File: src/rtl/apb_irq_pkg.sv
// Shared types and register map for the APB interrupt-controller service master.
package apb_irq_pkg;

    localparam int unsigned APB_AW = 32;
    localparam int unsigned APB_DW = 32;

    // Register map of the 4-source interrupt controller
    localparam logic [APB_AW-1:0] REG_ADDR_STATUS = 32'd1;
    localparam logic [APB_AW-1:0] REG_ADDR_CLEAR  = 32'd2;
    localparam logic [APB_AW-1:0] REG_ADDR_MASK   = 32'd3;

    typedef enum logic [1:0] {
        IDLE    = 2'd0,
        SETUP   = 2'd1,
        ACCESS  = 2'd2,
        HOLDOFF = 2'd3
    } state_t;

    typedef enum logic [1:0] {
        RD_STATUS = 2'd0,
        WR_CLEAR  = 2'd1,
        WR_MASK   = 2'd2
    } op_t;

endpackage

File: src/rtl/apb_irq_service_master_if.sv
// APB bus between the service master (initiator) and the interrupt controller (completer).
interface apb_irq_service_master_if;
    import apb_irq_pkg::*;

    logic              psel_o;
    logic              penable_o;
    logic              pwrite_o;
    logic [APB_AW-1:0] paddr_o;
    logic [APB_DW-1:0] pwdata_o;
    logic [APB_DW-1:0] prdata_i;
    logic              pready_i;
    logic              pslverr_i;

    modport master (
        output psel_o, penable_o, pwrite_o, paddr_o, pwdata_o,
        input  prdata_i, pready_i, pslverr_i
    );

    modport slave (
        input  psel_o, penable_o, pwrite_o, paddr_o, pwdata_o,
        output prdata_i, pready_i, pslverr_i
    );

endinterface

File: src/rtl/apb_master_phy.sv
// APB SETUP/ACCESS sequencer with ACCESS-phase timeout; accepts a back-to-back request
// in the completion cycle and reports done/err strobes combinationally.
module apb_master_phy
    import apb_irq_pkg::*;
#(
    parameter int unsigned TIMEOUT_CYCLES = 16
) (
    input  logic              pclk_i,
    input  logic              rst_n_i,
    input  logic              req_i,
    input  logic              req_write_i,
    input  logic [APB_AW-1:0] req_addr_i,
    input  logic [APB_DW-1:0] req_wdata_i,
    output state_t            state_o,
    output logic              done_o,
    output logic              err_o,
    apb_irq_service_master_if.master apb
);

    localparam int unsigned       CNT_W     = $clog2(TIMEOUT_CYCLES + 1);
    localparam logic [CNT_W-1:0]  LAST_WAIT = CNT_W'(TIMEOUT_CYCLES - 1);

    state_t           state_q;
    logic [CNT_W-1:0] wait_cnt_q;
    logic             in_access;
    logic             timeout;

    assign in_access = (state_q == ACCESS);
    assign timeout   = in_access & ~apb.pready_i & (wait_cnt_q == LAST_WAIT);
    assign done_o    = in_access & apb.pready_i & ~apb.pslverr_i;
    assign err_o     = in_access & ((apb.pready_i & apb.pslverr_i) | timeout);
    assign state_o   = state_q;

    // NOTE: clocked state uses non-blocking assignments only, so every register samples pre-edge values.
    always_ff @(posedge pclk_i or negedge rst_n_i) begin
        if (!rst_n_i) begin
            state_q       <= IDLE;
            wait_cnt_q    <= '0;
            apb.psel_o    <= 1'b0;
            apb.penable_o <= 1'b0;
            apb.pwrite_o  <= 1'b0;
            apb.paddr_o   <= '0;
            apb.pwdata_o  <= '0;
        end else begin
            case (state_q)
                IDLE: begin
                    if (req_i) begin
                        apb.psel_o   <= 1'b1;
                        apb.pwrite_o <= req_write_i;
                        apb.paddr_o  <= req_addr_i;
                        apb.pwdata_o <= req_wdata_i;
                        state_q      <= SETUP;
                    end
                end
                SETUP: begin
                    apb.penable_o <= 1'b1;
                    wait_cnt_q    <= '0;
                    state_q       <= ACCESS;
                end
                ACCESS: begin
                    if (apb.pready_i) begin
                        apb.penable_o <= 1'b0;
                        // A follow-on request keeps psel high and goes straight to SETUP
                        if (done_o && req_i) begin
                            apb.pwrite_o <= req_write_i;
                            apb.paddr_o  <= req_addr_i;
                            apb.pwdata_o <= req_wdata_i;
                            state_q      <= SETUP;
                        end else begin
                            apb.psel_o <= 1'b0;
                            state_q    <= IDLE;
                        end
                    end else if (timeout) begin
                        apb.psel_o    <= 1'b0;
                        apb.penable_o <= 1'b0;
                        state_q       <= IDLE;
                    end else begin
                        wait_cnt_q <= wait_cnt_q + CNT_W'(1);
                    end
                end
                default: state_q <= IDLE;
            endcase
        end
    end

endmodule

File: src/rtl/apb_irq_service_master.sv
// Services the APB interrupt controller: read status, clear it, restore mask from shadow;
// forwards host mask writes. Optional saturating service counter under IRQ_SVC_STATS_EN.
module apb_irq_service_master
    import apb_irq_pkg::*;
#(
    parameter int unsigned       NUM_IRQ        = 4,
    parameter logic [APB_AW-1:0] ADDR_STATUS    = REG_ADDR_STATUS,
    parameter logic [APB_AW-1:0] ADDR_CLEAR     = REG_ADDR_CLEAR,
    parameter logic [APB_AW-1:0] ADDR_MASK      = REG_ADDR_MASK,
    parameter int unsigned       HOLDOFF_CYCLES = 3,
    parameter int unsigned       TIMEOUT_CYCLES = 16
) (
    input  logic               pclk_i,
    input  logic               rst_n_i,
    apb_irq_service_master_if.master apb,
    input  logic               irq_i,
    input  logic               cfg_valid_i,
    input  logic [NUM_IRQ-1:0] cfg_mask_i,
    output logic               cfg_ready_o,
    output logic               svc_valid_o,
    output logic [NUM_IRQ-1:0] svc_status_o,
    output logic               err_o
`ifdef IRQ_SVC_STATS_EN
    ,
    output logic [15:0]        svc_count_o
`endif
);

    localparam int unsigned      HOLD_W    = $clog2(HOLDOFF_CYCLES + 2);
    localparam logic [HOLD_W-1:0] HOLD_INIT = HOLD_W'(HOLDOFF_CYCLES);

    op_t                op_q;
    logic               cfg_seq_q;
    logic [NUM_IRQ-1:0] shadow_mask_q;
    logic [NUM_IRQ-1:0] status_q;
    logic [HOLD_W-1:0]  hold_cnt_q;

    state_t             phy_state;
    state_t             state;
    logic               phy_done;
    logic               phy_err;
    logic [NUM_IRQ-1:0] rd_status;
    logic               svc_done;

    logic               req;
    logic               req_write;
    logic [APB_AW-1:0]  req_addr;
    logic [APB_DW-1:0]  req_wdata;

    assign state       = (hold_cnt_q != '0) ? HOLDOFF : phy_state;
    assign cfg_ready_o = (state == IDLE);
    assign rd_status   = apb.prdata_i[NUM_IRQ-1:0];
    assign svc_done    = phy_done & (op_q == WR_MASK) & ~cfg_seq_q;

    // NOTE: every output gets a default first so this decode never infers a latch.
    always_comb begin
        req       = 1'b0;
        req_write = 1'b0;
        req_addr  = ADDR_STATUS;
        req_wdata = '0;
        if (cfg_ready_o) begin
            if (cfg_valid_i) begin
                req       = 1'b1;
                req_write = 1'b1;
                req_addr  = ADDR_MASK;
                req_wdata = APB_DW'(cfg_mask_i);
            end else if (irq_i) begin
                req = 1'b1;
            end
        end else if (phy_done) begin
            case (op_q)
                RD_STATUS: begin
                    if (rd_status != '0) begin
                        req       = 1'b1;
                        req_write = 1'b1;
                        req_addr  = ADDR_CLEAR;
                        req_wdata = APB_DW'(rd_status);
                    end
                end
                // Clearing also zeroes mask bits, so the mask is rewritten from the shadow copy
                WR_CLEAR: begin
                    req       = 1'b1;
                    req_write = 1'b1;
                    req_addr  = ADDR_MASK;
                    req_wdata = APB_DW'(shadow_mask_q);
                end
                default: ;
            endcase
        end
    end

    always_ff @(posedge pclk_i or negedge rst_n_i) begin
        if (!rst_n_i) begin
            op_q          <= RD_STATUS;
            cfg_seq_q     <= 1'b0;
            shadow_mask_q <= '0;
            status_q      <= '0;
            hold_cnt_q    <= '0;
            svc_valid_o   <= 1'b0;
            svc_status_o  <= '0;
            err_o         <= 1'b0;
        end else begin
            svc_valid_o <= 1'b0;
            err_o       <= 1'b0;
            if (hold_cnt_q != '0) begin
                hold_cnt_q <= hold_cnt_q - HOLD_W'(1);
            end

            if (cfg_ready_o) begin
                if (cfg_valid_i) begin
                    shadow_mask_q <= cfg_mask_i;
                    op_q          <= WR_MASK;
                    cfg_seq_q     <= 1'b1;
                end else if (irq_i) begin
                    op_q      <= RD_STATUS;
                    cfg_seq_q <= 1'b0;
                end
            end

            if (phy_err) begin
                err_o      <= 1'b1;
                hold_cnt_q <= HOLD_INIT;
            end else if (phy_done) begin
                case (op_q)
                    RD_STATUS: begin
                        if (rd_status == '0) begin
                            svc_valid_o  <= 1'b1;
                            svc_status_o <= '0;
                            hold_cnt_q   <= HOLD_INIT;
                        end else begin
                            status_q <= rd_status;
                            op_q     <= WR_CLEAR;
                        end
                    end
                    WR_CLEAR: op_q <= WR_MASK;
                    WR_MASK: begin
                        if (!cfg_seq_q) begin
                            svc_valid_o  <= 1'b1;
                            svc_status_o <= status_q;
                            hold_cnt_q   <= HOLD_INIT;
                        end
                    end
                    default: ;
                endcase
            end
        end
    end

`ifdef IRQ_SVC_STATS_EN
    always_ff @(posedge pclk_i or negedge rst_n_i) begin
        if (!rst_n_i) begin
            svc_count_o <= '0;
        end else if (svc_done && svc_count_o != 16'hFFFF) begin
            svc_count_o <= svc_count_o + 16'd1;
        end
    end
`else
    logic unused_svc_done;
    assign unused_svc_done = svc_done;
`endif

    apb_master_phy #(
        .TIMEOUT_CYCLES (TIMEOUT_CYCLES)
    ) u_phy (
        .pclk_i      (pclk_i),
        .rst_n_i     (rst_n_i),
        .req_i       (req),
        .req_write_i (req_write),
        .req_addr_i  (req_addr),
        .req_wdata_i (req_wdata),
        .state_o     (phy_state),
        .done_o      (phy_done),
        .err_o       (phy_err),
        .apb         (apb)
    );

endmodule
File: src/flat_wrapper.sv
// flat-port wrapper written by rule: the top's interface ports become plain ports
module apb_irq_service_master_flat import apb_irq_pkg::*;
#(
    parameter int unsigned       NUM_IRQ        = 4,
    parameter logic [APB_AW-1:0] ADDR_STATUS    = REG_ADDR_STATUS,
    parameter logic [APB_AW-1:0] ADDR_CLEAR     = REG_ADDR_CLEAR,
    parameter logic [APB_AW-1:0] ADDR_MASK      = REG_ADDR_MASK,
    parameter int unsigned       HOLDOFF_CYCLES = 3,
    parameter int unsigned       TIMEOUT_CYCLES = 16
)
  (pclk_i, rst_n_i, irq_i, cfg_valid_i, cfg_mask_i, cfg_ready_o, svc_valid_o, svc_status_o, err_o, apb_psel_o, apb_penable_o, apb_pwrite_o, apb_paddr_o, apb_pwdata_o, apb_prdata_i, apb_pready_i, apb_pslverr_i);
  apb_irq_service_master_if apb_i ();
  input  logic pclk_i;
  input  logic rst_n_i;
  input  logic irq_i;
  input  logic cfg_valid_i;
  input  logic [NUM_IRQ-1:0] cfg_mask_i;
  output logic cfg_ready_o;
  output logic svc_valid_o;
  output logic [NUM_IRQ-1:0] svc_status_o;
  output logic err_o;
  output wire logic [$bits(apb_i.psel_o)-1:0] apb_psel_o;
  output wire logic [$bits(apb_i.penable_o)-1:0] apb_penable_o;
  output wire logic [$bits(apb_i.pwrite_o)-1:0] apb_pwrite_o;
  output wire logic [$bits(apb_i.paddr_o)-1:0] apb_paddr_o;
  output wire logic [$bits(apb_i.pwdata_o)-1:0] apb_pwdata_o;
  input wire logic [$bits(apb_i.prdata_i)-1:0] apb_prdata_i;
  input wire logic [$bits(apb_i.pready_i)-1:0] apb_pready_i;
  input wire logic [$bits(apb_i.pslverr_i)-1:0] apb_pslverr_i;
  assign apb_psel_o = apb_i.psel_o;
  assign apb_penable_o = apb_i.penable_o;
  assign apb_pwrite_o = apb_i.pwrite_o;
  assign apb_paddr_o = apb_i.paddr_o;
  assign apb_pwdata_o = apb_i.pwdata_o;
  assign apb_i.prdata_i = apb_prdata_i;
  assign apb_i.pready_i = apb_pready_i;
  assign apb_i.pslverr_i = apb_pslverr_i;
  apb_irq_service_master #(.NUM_IRQ(NUM_IRQ), .ADDR_STATUS(ADDR_STATUS), .ADDR_CLEAR(ADDR_CLEAR), .ADDR_MASK(ADDR_MASK), .HOLDOFF_CYCLES(HOLDOFF_CYCLES), .TIMEOUT_CYCLES(TIMEOUT_CYCLES)) u_core (.pclk_i(pclk_i), .rst_n_i(rst_n_i), .apb(apb_i), .irq_i(irq_i), .cfg_valid_i(cfg_valid_i), .cfg_mask_i(cfg_mask_i), .cfg_ready_o(cfg_ready_o), .svc_valid_o(svc_valid_o), .svc_status_o(svc_status_o), .err_o(err_o));
endmodule
File: config.mk
export PLATFORM = sky130hd
export DESIGN_NAME = apb_irq_service_master_flat
export DESIGN_NICKNAME = d
export VERILOG_FILES = /design/src/rtl/apb_irq_pkg.sv /design/src/rtl/apb_irq_service_master_if.sv /design/src/rtl/apb_master_phy.sv /design/src/rtl/apb_irq_service_master.sv /design/src/flat_wrapper.sv
export SDC_FILE = /design/constraint.sdc
export NUM_CORES = 1
export LEC_CHECK = 0
export ABC_AREA = 1
export BUFFER_PORTS_ARGS = -buffer_cell sky130_fd_sc_hd__clkbuf_2
export CORE_MARGIN = 1
export CORE_UTILIZATION = 49
export DETAILED_ROUTE_END_ITERATION = 7
export PLACE_DENSITY = 0.95
export REMOVE_ABC_BUFFERS = 1
export SETUP_SLACK_MARGIN = 0.2
export SYNTH_ARGS = -nofsm -noshare
export SYNTH_HDL_FRONTEND = slang
export SYNTH_SLANG_ARGS = --single-unit
export TNS_END_PERCENT = 30
File: constraint.sdc
create_clock -name pclk_i -period 4.3 [get_ports pclk_i]
set_clock_uncertainty 0.05 [all_clocks]
set_input_delay 0.86 -clock pclk_i [delete_from_list [all_inputs] [get_ports pclk_i]]
set_output_delay 0.86 -clock pclk_i [all_outputs]
set_load 0.03 [all_outputs]
Yosys cells after proc, flatten, opt, wreduce, memory -nomap -nowiden
Cells that the tools add are included.

Add/subtract/negate cells: 2. Equal/unequal tests: 14. Multiplexer cells: 70. Bitwise operators: 11. Reduce and logical (&&, ||, !) cells: 20.

Operator list (number): 2-to-1 mux 32 bit (10); one-hot mux 32 bit (2 select lines) (4); 2-to-1 mux 2 bit (12); 2-to-1 mux 1 bit (23); 2-to-1 mux 4 bit (4); 2-to-1 mux 3 bit (5); AND reduction 4 bit (3); 2-to-1 mux 5 bit (2); != test 2 bit (second input constant) (5); one-hot mux 1 bit (2 select lines) (5); one-hot mux 5 bit (2 select lines) (1); one-hot mux 4 bit (2 select lines) (1); AND reduction 2 bit (4); nonzero test 2 bit (4); AND 1 bit (6); logical NOT 2 bit (3); one-hot mux 2 bit (3 select lines) (1); one-hot mux 3 bit (2 select lines) (1); adder 5 x 1 -> 5 bit (second input constant) (1); equality test 5 x 4 -> 1 bit (second input constant) (1); AND reduction 5 bit (1); equality test 2 x 1 -> 1 bit (second input constant) (2); equality test 2 bit (second input constant) (2); logical NOT 4 bit (1); other kinds (11) (15).

Flip-flop bits (word level): 94. Bits of input ports: 42. Output and inout port bits: 74. Logic and storage cells: 132.

Depth between registers and ports, before layout
Depth after elaboration: 9. Depth in mapped cells: 11. Gate-level depth less buffers: 11.

Cells and area by module
From an unflattened synthesis, not the netlist that was laid out.

Cells, all modules: 488. Area total of the unflattened synthesis: 4229.1 µm².

By module, submodules not included: apb_master_phy (times used 1, cells each 353, area an instance 3164.3 µm², seq. area each 1851.8 µm²); apb_irq_service_master (times used 1, cells each 135, area an instance 1064.8 µm², seq. area each 500.5 µm²).

Worst setup path after synthesis
Ideal clock, no wire load.

Path type: register to output. Start: register u_core.hold_cnt_q[0]. End: output cfg_ready_o. Arrival: 1.012 ns. Data required time: 3.390 ns. Path slack: 2.378 ns. Cell stages (with the launch flop): 5. Path buffers: 0. Cells stage by stage: dfrtp_1 -> inv_1 -> ha_1 -> nand3_2 -> inv_1.

Cells in the longest elaborated chain, start to end: 3.

Ends and longest elaborated chain: start: declaration (RTL line apb_irq_service_master.sv:36) `logic [HOLD_W-1:0] hold_cnt_q;`; start signal: assignment (RTL line apb_irq_service_master.sv:106) `hold_cnt_q <= hold_cnt_q - HOLD_W'(1);`; nonzero test 3 bit (RTL line apb_irq_service_master.sv:50) `assign state = (hold_cnt_q != '0) ? HOLDOFF : phy_state;`; 2-to-1 mux 2 bit (RTL line apb_irq_service_master.sv:50); logical NOT 2 bit (RTL line apb_irq_service_master.sv:51) `assign cfg_ready_o = (state == IDLE);`; end: declaration (RTL line flat_wrapper.sv:18) `output logic cfg_ready_o;`.

No other way between the ends.

Worst setup path in the final report
Same ends and word-level chain as after synthesis.

==> flow_summary.ini <==
[synthesis]
synth.cell_area_um2 = 2230
synth_cell_type_count = 28
ys_ff_latch = 35
syn_inst = 274
syn_area_per_cell_um2 = 8.13
synthFlopType = dfrtp_1
synthArstFlopShare_pct = 100
synthAdderAreaFrac_pct = 4.49
synth_compound_area_share_pct = 8.71
synth-xor-area-share_pct = 1.18
synth.mux.area_fraction_pct = 0
yosys.area_share.simple_pct = 20.4
ys.warnings.count = 0
synth_edf_count = 0
ys_seq_area_share_pct = 39.3
synth_top_family_by_area = buffers and inverters

[placement]
io_buffers = 29
dp_cells = 353
dpl.hpwl_um = 2850
gp_congestion = 0.841

[worst_hold_path]
min_to = u_core.u_phy.apb.paddr_o[0]$_DFFE_PN0P_
hold_path.class = flop to flop
hold_depth = 2
holdCritStartpoint = u_core.u_phy.apb.paddr_o[0]$_DFFE_PN0P_

[final_layout]
multi_input_area_um2 = 993
register_area_um2 = 876
areaGrowthSynthToFinish_pct = 2.81
drive_gt1_share_pct = 15.9
n_fill_cell = 406
fin_cells = 361
layout.nets = 358
antennaDiodeCount = 0

[grt]
antenna_found_initial = 0
globalRoute.totalOverflow = 0
grt_pass1_wl_um = 6390
grt_pass1_vias = 1483
grt_start_max_net_pins = 36
track_usage_pct = 16.9

[clock_tree]
cts_tree = built
clock_sink_count = 35
htreeDepth = 2
clock_path_buffers = 2
cts_setup_buffers = 0
path_clk_slew_ps = 70
ctsHoldBuffers = 0
clockRootBuffer = clkbuf_8
clk_latency_ps = 300
numCtsBuffers = 5
cts_resized = 0

[timing]
setup_viol = 0
slew_headroom_pct = 44.1
max_freq_mhz = 420
fin_crit_sh_pct = 55.3
drv_slew = 0
rsz0062_at_grt = false
fin_crit_ps = 2380
worst_pin_slew_ps = 839
holdWs_ps = 434
finalSetupTns_ps = 0
hold_viol = 0

[power_and_ir_drop]
power.leakage_nw = 1.30
switching_share_pct = 46.5
clkPwrFrac_pct = 16.8
power.total_mw = 1.36
p_int_mw = 0.727
power.switching_mw = 0.632
power_density_nw_per_um2 = 593
ir_drop_uv = 172
combPwrFrac_pct = 45.6
power_frac_seq_pct = 37.6

[routing]
vias = 1629
viasPerCell = 4.51
first_pass_iters = 5
wl_um = 3730
drt_iter0_markers = 89
wl_per_cell_um = 10.3
drt.antenna.violating_nets = 0
drc_errors = 0

[setup_path]
required_ps = 3390
path_max_fanout = 9
path_class = flop to primary output
rrSetupSlack_ps = 2200
r2r_end = u_core.u_phy.apb.pwdata_o[3]$_DFFE_PN0P_
r2r_start = u_core.u_phy.state_o[0]$_DFFE_PN0P_
critPathLaunchType = flop
crit_path_end_kind = primary output
arrival_ps = 1470
reg2reg_depth = 11

[floorplan]
initial_core_util_pct = 51.1
ios = 116
core_um2 = 4350
dieArea_um2 = 4820
rows = 24
die_w_um = 69.4
die_h_um = 69.4

[run_status]
outcome = completed

[run]
maxCapViolations = 0
[layout by cell type, fill, tap and decap left out]
cell and count:
nand2_1 65, conb_1 58, dfrtp_1 35, inv_1 31
clkbuf_2 29, o21ai_0 18, nand3_1 15, nor2_1 10
ha_1 8, o22ai_1 5, clkbuf_8 5, a21oi_1 4
nand2_2 3, xor2_1 3, inv_2 2, nand3_2 2
clkinv_2 2, clkbuf_1 2, nor2_4 1, a211oi_2 1
nor3_2 1, nor3_4 1, nor3_1 1, a31oi_1 1
nor2_2 1, o2111ai_1 1, o31ai_1 1, a32o_1 1
nand2_4 1, o21bai_1 1
[worst max path at each step]
| stage | end | startpoint | depth (start not counted) | slack [ps] |
|---|---|---|---|---|
| after floorplan | cfg_ready_o | u_core.hold_cnt_q[0]$_DFF_PN0_ | 4 | 2380 |
| after CTS | cfg_ready_o | u_core.hold_cnt_q[0]$_DFF_PN0_ | 5 | 1890 |
| after global routing | cfg_ready_o | u_core.hold_cnt_q[0]$_DFF_PN0_ | 5 | 1810 |
| after global placement | cfg_ready_o | u_core.hold_cnt_q[0]$_DFF_PN0_ | 5 | 2230 |
| after detailed placement | u_core.u_phy.apb.pwdata_o[2]$_DFFE_PN0P_ | apb_pready_i | 10 | 2200 |
| final | cfg_ready_o | u_core.hold_cnt_q[0]$_DFF_PN0_ | 5 | 1920 |
[registers in the layout, summed over array words and instances (netlist names), 2 cells and up]
name,count
u_core.u_phy.wait_cnt_q,5
u_core.shadow_mask_q,4
u_core.status_q,4
u_core.svc_status_o,4
u_core.u_phy.apb.pwdata_o,4
u_core.hold_cnt_q,3
u_core.op_q,2
u_core.u_phy.state_o,2
[power groups by stage]
stage	clock, mW	combinational [mW]	sequential (mW)
floorplan	0	0.396	0.592
global placement	0	0.597	0.510
detailed placement	0	0.616	0.516
CTS	0.237	0.621	0.511
global route	0.249	0.698	0.525
finish	0.228	0.619	0.511
[worst max-delay path: stages (launching register included)]
cell and delay (ps):
dfrtp_1 360, inv_1 110, ha_1 190, nand3_2 180, inv_1 120, clkbuf_2 210
[per-stage QoR]
step	worst slack [ps]	instance area (um^2)	util, %
floorplan	2380	2000	-
global placement	2230	2210	50.7
detailed placement	2200	2210	50.7
CTS	1890	2290	52.6
global route	1810	2290	52.6
finish	1920	2290	52.6
[synthesized netlist by cell type, types with 3 or more instances]
| cell | n | area share, % |
|---|---|---|
| nor2_1 | 10 | 1.7 |
| inv_1 | 31 | 5.2 |
| o22ai_1 | 5 | 1.4 |
| nand2_2 | 3 | 0.84 |
| ha_1 | 8 | 4.5 |
| nand2_1 | 65 | 11 |
| o21ai_0 | 18 | 4.0 |
| xor2_1 | 3 | 1.2 |
| dfrtp_1 | 35 | 39 |
| buf_4 | 59 | 20 |
| a21oi_1 | 4 | 0.90 |
| nand3_1 | 15 | 3.4 |
[metal layers]
| layer | track usage [%] | part of all wire (%) |
|---|---|---|
| met1 | 19.6 | 41 |
| met2 | 28.0 | 49 |
| met3 | 5.52 | 7.1 |
| met4 | 8.39 | 2.0 |
| met5 | 0 | 0 |
[logic make-up after synthesis]
logic type | Yosys count
AO/OA/AOI/OAI | 33
AND/OR/NAND/NOR | 101
other | 1
adder cells (fa/ha/maj) | 8
buffers and inverters | 93
flip-flops | 35
XOR/XNOR | 3
[cell type report]
type,count,share of cell area (%)
clock buffers,7,3.33
clock inverters,1,0.219
multi-input cells,203,43.4
well taps,52,2.84
inverters,34,5.63
flip-flops and latches,35,38.3
repair buffers,29,6.34
(Power assumes the default switching activity.)
